### src/rtl/branch_pkg.sv
// Shared encodings for the branch resolve unit: funct3 compares, kind codes,
// BHT counter type and index-width helper.
package branch_pkg;

    localparam logic [2:0] F3_BEQ  = 3'b000;
    localparam logic [2:0] F3_BNE  = 3'b001;
    localparam logic [2:0] F3_BLT  = 3'b100;
    localparam logic [2:0] F3_BGE  = 3'b101;
    localparam logic [2:0] F3_BLTU = 3'b110;
    localparam logic [2:0] F3_BGEU = 3'b111;

    typedef enum logic [1:0] {
        KIND_BR   = 2'b00,
        KIND_JAL  = 2'b01,
        KIND_JALR = 2'b10,
        KIND_RSVD = 2'b11
    } kind_e;

    typedef logic [1:0] ctr_t;
    localparam ctr_t CTR_RST = 2'b01;

    function automatic int bht_idx_w(input int depth);
        return $clog2(depth);
    endfunction

endpackage

### src/rtl/branch_bht.sv
// Branch history table: 2-bit saturating counters indexed by pc[IW+1:2].
// Lookup reads the registered array, so a same-cycle update is not visible.
module branch_bht
    import branch_pkg::*;
#(
    parameter int XLEN  = 32,
    parameter int DEPTH = 16
) (
    input  logic            clk,
    input  logic            rst,
    input  logic [XLEN-1:0] lookup_pc,
    output logic            lookup_taken,
    input  logic            upd_en,
    input  logic [XLEN-1:0] upd_pc,
    input  logic            upd_taken
);

    localparam int IW = bht_idx_w(DEPTH);

    ctr_t          ctrs [DEPTH];
    logic [IW-1:0] lidx;
    logic [IW-1:0] uidx;
    logic          unused_bits;

    assign lidx         = lookup_pc[IW+1:2];
    assign uidx         = upd_pc[IW+1:2];
    assign lookup_taken = ctrs[lidx][1];
    assign unused_bits  = ^{lookup_pc[XLEN-1:IW+2], lookup_pc[1:0],
                            upd_pc[XLEN-1:IW+2], upd_pc[1:0]};

    always_ff @(posedge clk) begin
        if (rst) begin
            for (int i = 0; i < DEPTH; i++) ctrs[i] <= CTR_RST;
        end else if (upd_en) begin
            if (upd_taken && ctrs[uidx] != 2'b11)
                ctrs[uidx] <= ctrs[uidx] + 2'd1;
            else if (!upd_taken && ctrs[uidx] != 2'b00)
                ctrs[uidx] <= ctrs[uidx] - 2'd1;
        end
    end

endmodule

### src/rtl/branch_resolve_unit.sv
// Branch/JAL/JALR resolution with one registered valid/ready output stage.
// Define BRU_BHT_EN to add the branch history table predictor.
module branch_resolve_unit
    import branch_pkg::*;
#(
    parameter int XLEN      = 32,
    parameter int BHT_DEPTH = 16
) (
    input  logic            clk,
    input  logic            rst,
    input  logic            in_valid,
    output logic            in_ready,
    input  logic [XLEN-1:0] in_pc,
    input  logic [XLEN-1:0] in_op1,
    input  logic [XLEN-1:0] in_op2,
    input  logic [XLEN-1:0] in_imm,
    input  logic [2:0]      in_fu3,
    input  logic [1:0]      in_kind,
    input  logic            in_pred_taken,
    output logic            out_valid,
    input  logic            out_ready,
    output logic            out_taken,
    output logic [XLEN-1:0] out_target,
    output logic [XLEN-1:0] out_link,
    output logic            out_mispredict,
    output logic            out_illegal,
    input  logic [XLEN-1:0] lookup_pc,
    output logic            lookup_taken
);

    kind_e           kind;
    logic            accept;
    logic            cmp_taken;
    logic            fu3_bad;
    logic            taken;
    logic            illegal;
    logic [XLEN-1:0] target;

    assign kind     = kind_e'(in_kind);
    assign in_ready = !out_valid || out_ready;
    assign accept   = in_valid && in_ready;

    always_comb begin
        cmp_taken = 1'b0;
        fu3_bad   = 1'b0;
        case (in_fu3)
            F3_BEQ:  cmp_taken = (in_op1 == in_op2);
            F3_BNE:  cmp_taken = (in_op1 != in_op2);
            F3_BLT:  cmp_taken = ($signed(in_op1) <  $signed(in_op2));
            F3_BGE:  cmp_taken = ($signed(in_op1) >= $signed(in_op2));
            F3_BLTU: cmp_taken = (in_op1 <  in_op2);
            F3_BGEU: cmp_taken = (in_op1 >= in_op2);
            default: fu3_bad   = 1'b1;
        endcase
    end

    always_comb begin
        taken   = 1'b0;
        illegal = 1'b0;
        target  = in_pc + in_imm;
        case (kind)
            KIND_BR: begin
                illegal = fu3_bad;
                taken   = cmp_taken && !fu3_bad;
            end
            KIND_JAL:  taken = 1'b1;
            KIND_JALR: begin
                taken  = 1'b1;
                target = (in_op1 + in_imm) & ~XLEN'(1);
            end
            default: illegal = 1'b1;
        endcase
    end

    // Fields only load on accept, so they stay frozen while stalled.
    always_ff @(posedge clk) begin
        if (rst) begin
            out_valid      <= 1'b0;
            out_taken      <= 1'b0;
            out_target     <= '0;
            out_link       <= '0;
            out_mispredict <= 1'b0;
            out_illegal    <= 1'b0;
        end else if (accept) begin
            out_valid      <= 1'b1;
            out_taken      <= taken;
            out_target     <= target;
            out_link       <= in_pc + XLEN'(4);
            out_mispredict <= taken != in_pred_taken;
            out_illegal    <= illegal;
        end else if (out_ready) begin
            out_valid      <= 1'b0;
        end
    end

`ifdef BRU_BHT_EN
    branch_bht #(
        .XLEN  (XLEN),
        .DEPTH (BHT_DEPTH)
    ) u_bht (
        .clk          (clk),
        .rst          (rst),
        .lookup_pc    (lookup_pc),
        .lookup_taken (lookup_taken),
        .upd_en       (accept && kind == KIND_BR && !fu3_bad),
        .upd_pc       (in_pc),
        .upd_taken    (cmp_taken)
    );
`else
    logic unused_lookup;
    assign unused_lookup = ^lookup_pc;
    assign lookup_taken  = 1'b0;
`endif

endmodule

### config.mk
export PLATFORM = sky130hd
export DESIGN_NAME = branch_resolve_unit
export DESIGN_NICKNAME = d
export VERILOG_FILES = /design/src/rtl/branch_pkg.sv /design/src/rtl/branch_bht.sv /design/src/rtl/branch_resolve_unit.sv
export SDC_FILE = /design/constraint.sdc
export NUM_CORES = 1
export LEC_CHECK = 0
export ABC_CLOCK_PERIOD_IN_PS = 4250
export BUFFER_PORTS_ARGS = -buffer_cell sky130_fd_sc_hd__buf_4
export CORE_MARGIN = 4
export CORE_UTILIZATION = 53
export DETAILED_ROUTE_END_ITERATION = 12
export PLACE_DENSITY_LB_ADDON = 0.05
export RECOVER_POWER = 50
export SLEW_MARGIN = 20
export SYNTH_ARGS = -nofsm -noshare
export SYNTH_HDL_FRONTEND = slang
export SYNTH_SLANG_ARGS = --single-unit
### constraint.sdc
create_clock -name clk -period 4.25 [get_ports clk]
set_clock_uncertainty 0.15 [all_clocks]
set_input_delay 0.6375 -clock clk [delete_from_list [all_inputs] [get_ports clk]]
set_output_delay 0.6375 -clock clk [all_outputs]
set_load 0.005 [all_outputs]
==> impl_metrics.tcl, run 1 <==
set metrics [dict create \
    cts_buffers 9 \
    io_buffers 206 \
    start_util_pct 54.2 \
    synth_top_family_by_area "compound AO/OA/AOI/OAI gates" \
    met2_usage_pct 41.7 \
    gp_congestion 0.913 \
    cp_cell_sequence "clkbuf_1 -> nor2_1 -> a31oi_1 -> o41ai_1" \
    grt_pass1_wl_um 35700 \
    postCtsSetupRepairBufs 0 \
    totalWireLength_um 23200 \
    cts_hold_buf 0 \
    synth_xor_area_share_pct 7.54 \
    core-area_um2 13900 \
    cp-start-kind "input port" \
    synthMuxAreaShare_pct 1.21 \
    num_rows 43 \
    holdPathStages 2 \
    worst_slew_margin_rel_pct -111 \
    cp_max_fo 71 \
    wl_per_cell_um 16.9 \
    post_cts_resized 0 \
    min_period_ns 3.53 \
    stdcell_area_um2 9440 \
    die_y_um 127 \
    worstMarginPinSlew_ns 3.17 \
    antenna_found_initial 0 \
    top_usage_layer "met2" \
    ys_types 79 \
    fp.dieW_um 127 \
    min_period_over_period_pct 83.1 \
    cts_tree "yes" \
    grt_max_degree 82 \
    p_leak_uw 0.00437 \
    yosysWarnings 0 \
    use_met3_pct 3.51 \
    synth_seq_cells 68 \
    cts-root-buf "clkbuf_16" \
    grt_overflow_total 0 \
    met1_usage_pct 40.3 \
    max_freq_mhz 283 \
    antenna_cells 0 \
    crit_type "in2reg" \
    mostFrequentLayoutCell "buf_4" \
    layout_common_cells "buf_4, nor2_1, ha_1" \
    maxSlewViolCount 72 \
    dieArea_um2 16200 \
    syn-instance-count 1002 \
    drtIter0Drc 703 \
    r2r_cells 7 \
    yosysSeqAreaShare_pct 18.0 \
    dp_hpwl_um 19000 \
    hp-class "reg2reg" \
    cts.sinks 68 \
    grt_use_total_pct 27.1 \
    postSynthAreaPerCell_um2 7.54 \
    power_density_nw_per_um2 259 \
    synth_adder_area_share_pct 16.6 \
    drtPass1Iterations 5 \
    nNetsFinal 1458 \
    cts.path.max_buffers 2 \
    violations "max-capacitance violations, max-slew violations" \
    vias 8116 \
    cp_data_arrival_time_ns 3.50 \
    ant_nets 0 \
    status "finished with violations" \
    area_growth_pct 24.9 \
    htree_levels 3 \
    finalSetupViolations 0 \
    hold_viol 0 \
    vias_per_cell 5.91 \
    max-cap-violations 1 \
    drt_drc_violations_left 0 \
    slowest_delay_ns 2.18 \
    synth_compound_area_share_pct 29.1 \
    clk_pin_slew_ns 0.06 \
    post_route_cells_drive_above_1_share_pct 19.9 \
    synth_top_flop_cell "dfxtp_1" \
    ir_worst_vdd_v 0.000160 \
    timing.setup.tns_ns 0 \
    grt_pass1_vias 7102 \
    synth_edf_count 0 \
    ios 240 \
    p_total_uw 2440 \
    cp.required_ns 4.22 \
    hold_ws_ns 0.304 \
    async_flop_share_pct 0 \
    syn_nets 1271 \
    crit_path_end_kind "flop" \
    dpl_cell_area_um2 9210 \
    crit_slowest_cell "clkbuf_1" \
    clk_latency_ns 0.34 \
    synthSimpleGateAreaFrac_pct 21.9 \
    syn_area_um2 7550 \
    rsz0062_at_grt "false" \
]
synthesized netlist by cell type (all sizes together), types with 11 or more instances:
| master | number | share of area [%] |
|---|---|---|
| buf | 11 | 0.66 |
| nand2 | 85 | 4.3 |
| xnor2 | 35 | 4.1 |
| and3 | 16 | 1.3 |
| o21ai | 39 | 2.6 |
| dfxtp | 68 | 18 |
| nor2 | 105 | 5.2 |
| nor4 | 11 | 0.91 |
| a21oi | 84 | 5.6 |
| nand4 | 20 | 2.1 |
| ha | 97 | 16 |
| a31oi | 19 | 1.6 |
| inv | 60 | 3.0 |
| clkbuf | 26 | 1.3 |
| a311oi | 11 | 1.4 |
| a21o | 31 | 3.1 |
| xor2 | 30 | 3.5 |
| nor3 | 22 | 1.5 |
| nand3 | 34 | 2.3 |
| a211oi | 49 | 4.9 |
registers in the layout, indices dropped and copies added (netlist names):
name / flops
out_valid: 1
out_target: 32
out_illegal: 1
out_link: 32
out_taken: 1
out_mispredict: 1
cell type report:
cell class	instances	area, um2
clock buffers	10	229
flip-flops and latches	68	1360
multi-input cells	835	5770
well taps	180	225
repair buffers	214	1580
fillers	1298	4500
inverters	61	243
clock inverters	5	30.0
metrics by stage:
stage | instances | worst slack, ns | util (%)
5_1_grt | 1373 | 0.352 | 67.7
2_1_floorplan | 1002 | 1.09 | -
3_3_place_gp | 1358 | 0.704 | 66.1
4_1_cts | 1373 | 0.981 | 67.9
6_report | 1373 | 0.716 | 67.7
3_5_place_dp | 1358 | 0.645 | 66.1
cells by family after synthesis:
logic type,Yosys count
AND/OR/NAND/NOR,339
other,1
adder cells (fa/ha/maj),99
flip-flops,68
multiplexers,9
AO/OA/AOI/OAI,322
XOR/XNOR,65
buffers and inverters,99
critical path: cells and delay by family:
family | cells | cell delay (ns)
buf+inv | 1 | 2.18
compound gates | 2 | 0.37
simple gates | 1 | 0.29
final timing paths:
kind                                   from              to  slack (ns)
worst max-delay path                    rst  out_target[29]        0.72
worst min-delay path            out_link[1]     out_link[1]        0.30
worst max register to register    out_valid  out_target[26]        2.04
worst min register to register  out_link[1]     out_link[1]        0.30
report_power, final:
| part | total, uW | switching, uW | internal (uW) | leakage (uW) |
|---|---|---|---|---|
| Sequential | 729 | 32.2 | 697 | 0.000564 |
| Clock | 682 | 294 | 388 | 0.000124 |
| Combinational | 1030 | 563 | 467 | 0.00368 |
layer usage:
layer	vias to the layer above	routed length [um]
li1	4111	-
met1	3669	11100
met2	311	10000
met3	25	1780
met4	0	350
met5	-	0
No activity file was read; power rests on OpenSTA's default activity.
==> run 2: changes to the inputs <==
--- a/config.mk
+++ b/config.mk
@@ -5,7 +5,7 @@
 export SDC_FILE = /design/constraint.sdc
 export NUM_CORES = 1
 export LEC_CHECK = 0
-export ABC_CLOCK_PERIOD_IN_PS = 4250
+export ABC_CLOCK_PERIOD_IN_PS = 3500
 export BUFFER_PORTS_ARGS = -buffer_cell sky130_fd_sc_hd__buf_4
 export CORE_MARGIN = 4
 export CORE_UTILIZATION = 53
==> constraint.sdc (replaced) <==
create_clock -name clk -period 3.5 [get_ports clk]
set_clock_uncertainty 0.15 [all_clocks]
set_input_delay 0.525 -clock clk [delete_from_list [all_inputs] [get_ports clk]]
set_output_delay 0.525 -clock clk [all_outputs]
set_load 0.005 [all_outputs]
==> run 2 against run 1 <==
Compared with the run above:
- sequential power increased by 22%
- wire length decreased by 0.83%
- the flow now finishes without violations
- die area unchanged
- clock power increased by 46%
- via count decreased by 0.75%
==> impl_metrics.tcl, run 2 (synthesis results as in run 1) <==
set metrics [dict create \
    status "completed" \
    hold_viol 0 \
    postCtsSetupRepairBufs 0 \
    top_regs "out_link x32, out_target x32" \
    ant_nets 0 \
    drtIter0Drc 593 \
    worstMarginPinSlew_ns 1.49 \
    power_density_nw_per_um2 328 \
    slowest_delay_ns 0.53 \
    min_period_over_period_pct 87.4 \
    rsz0062_at_grt "false" \
    cp_max_fo 5 \
    hold_start "in_pc[2]" \
    cp-startpoint "in_op1[7]" \
    nFillCells 1219 \
    post_route_cells_drive_above_1_share_pct 20.5 \
    p_leak_uw 0.00445 \
    start_util_pct 54.2 \
    nNetsFinal 1471 \
    gp_congestion 0.923 \
    layout_common_cells "buf_4, nor2_1, ha_1" \
    worstSetupEndpoint "out_target[28]" \
    ir_worst_vdd_v 0.000250 \
    mostFrequentLayoutCell "buf_4" \
    cpMostUsedCell "a211oi_1" \
    core-area_um2 13900 \
    timing.setup.tns_ns 0 \
    cts_buffers 9 \
    die_y_um 127 \
    cp_cell_sequence "buf_4 -> ha_1 -> a21o_1 -> a211oi_1 -> nor3_1 -> o41ai_1 -> nand3_1 -> a31o_1 -> mux2i_1 -> a211oi_1" \
    min_period_ns 3.06 \
    finalSetupViolations 0 \
    hold_ws_ns 0.284 \
    wl_per_cell_um 16.6 \
    cts.path.max_buffers 2 \
    clk_latency_ns 0.33 \
    grt_pass1_wl_um 35900 \
    intPower_uw 2070 \
    crit_path_end_kind "flop" \
    cts_tree "yes" \
    grt_overflow_total 0 \
    htree_levels 3 \
    rr_startpoint "out_valid" \
    vias_per_cell 5.81 \
    grt_pass1_vias 7227 \
    crit_slowest_cell "o41ai_1" \
    post_cts_resized 0 \
    worst_slew_margin_rel_pct 0.972 \
    drt_drc_violations_left 0 \
    dp_hpwl_um 18800 \
    grt_use_total_pct 27.1 \
    hp-class "in2reg" \
    io_buffers 206 \
    r2r_cells 5 \
    dieArea_um2 16200 \
    combPwrFrac_pct 40.1 \
    cp-start-kind "input port" \
    cts.sinks 68 \
    max-cap-violations 0 \
    fp.dieW_um 127 \
    cp.required_ns 3.61 \
    num_rows 43 \
    ios 240 \
    cts_hold_buf 0 \
    cp_data_arrival_time_ns 3.16 \
    crit_type "in2reg" \
    area_growth_pct 26.9 \
    totalWireLength_um 23000 \
    p_sw_uw 1070 \
    netSwitchingFraction_pct 34.2 \
    maxSlewViolCount 0 \
    vias 8055 \
    clk_pin_slew_ns 0.06 \
    drtPass1Iterations 5 \
    sequentialPowerShare_pct 28.2 \
    grt_max_degree 81 \
    reg2reg_to "out_link[23]" \
    antenna_found_initial 0 \
    fin_ws_ns 0.442 \
    antenna_cells 0 \
    dp_slack_ns 0.122 \
    max_freq_mhz 327 \
    p_clk_share_pct 31.7 \
    r2r_slack_ns 1.34 \
    cts-root-buf "clkbuf_16" \
]
-- run 2: cell count changes in the layout (fill, tap and decap cells not counted) --
cell        previous run  this run
buf_4                148       161
bufinv_16              0         2
clkbuf_1               9        12
clkbuf_2               0         1
clkbuf_4              58        55
clkbuf_8               0         1
clkinv_2               3         1
clkinvlp_4             2         1
-- run 2: final cells by class --
type | count | area, um2 | share of cell area, %
tap | 180 | 225 | 2.35
sequential | 68 | 1360 | 14.2
inverter | 61 | 243 | 2.53
multi-input combinational | 835 | 5770 | 60.2
clock buffer | 12 | 246 | 2.57
timing repair buffer | 227 | 1660 | 17.4
clock inverter | 4 | 72.6 | 0.757
-- run 2: through the flow --
step | cell area (um2) | utilization [%] | cells | total power (uW)
3_3_place_gp | 9300 | 66.8 | 1371 | 2140
5_1_grt | 9580 | 68.8 | 1387 | 3310
4_1_cts | 9620 | 69.1 | 1387 | 3150
6_report | 9580 | 68.8 | 1387 | 3140
3_5_place_dp | 9300 | 66.8 | 1371 | 2160
2_1_floorplan | 7550 | - | 1002 | 1680
-- run 2: routing by layer --
layer  track usage [%]  vias up  share of wire (%)
li1                  -     4137                  -
met1              39.6     3609                 47
met2              41.7      289                 43
met3              4.47       20                8.0
met4              6.37        0                1.4
met5                 0        -                  0
-- run 2: how the worst min path moves through the flow --
| stage | to | cells after the start |
|---|---|---|
| final | out_link[2] | 2 |
| after global routing | out_link[2] | 2 |
| after CTS | out_link[2] | 2 |
| after detailed placement | out_target[1] | 2 |
| after global placement | out_target[1] | 2 |
| after floorplan | out_target[1] | 2 |
-- run 2: critical path, delay by kind of cell --
kind	cells	cell delay (ns)
fa+ha+maj	1	0.36
buf+inv	1	0.12
mux	1	0.14
simple gates	2	0.38
compound gates	5	1.63
-- run 2: power by group through the flow --
stage	registers, uW	logic, uW	clock network (uW)
2_1_floorplan	902	781	0
3_3_place_gp	901	1240	0
3_5_place_dp	904	1250	0
4_1_cts	888	1260	1000
5_1_grt	894	1390	1030
6_report	886	1260	994
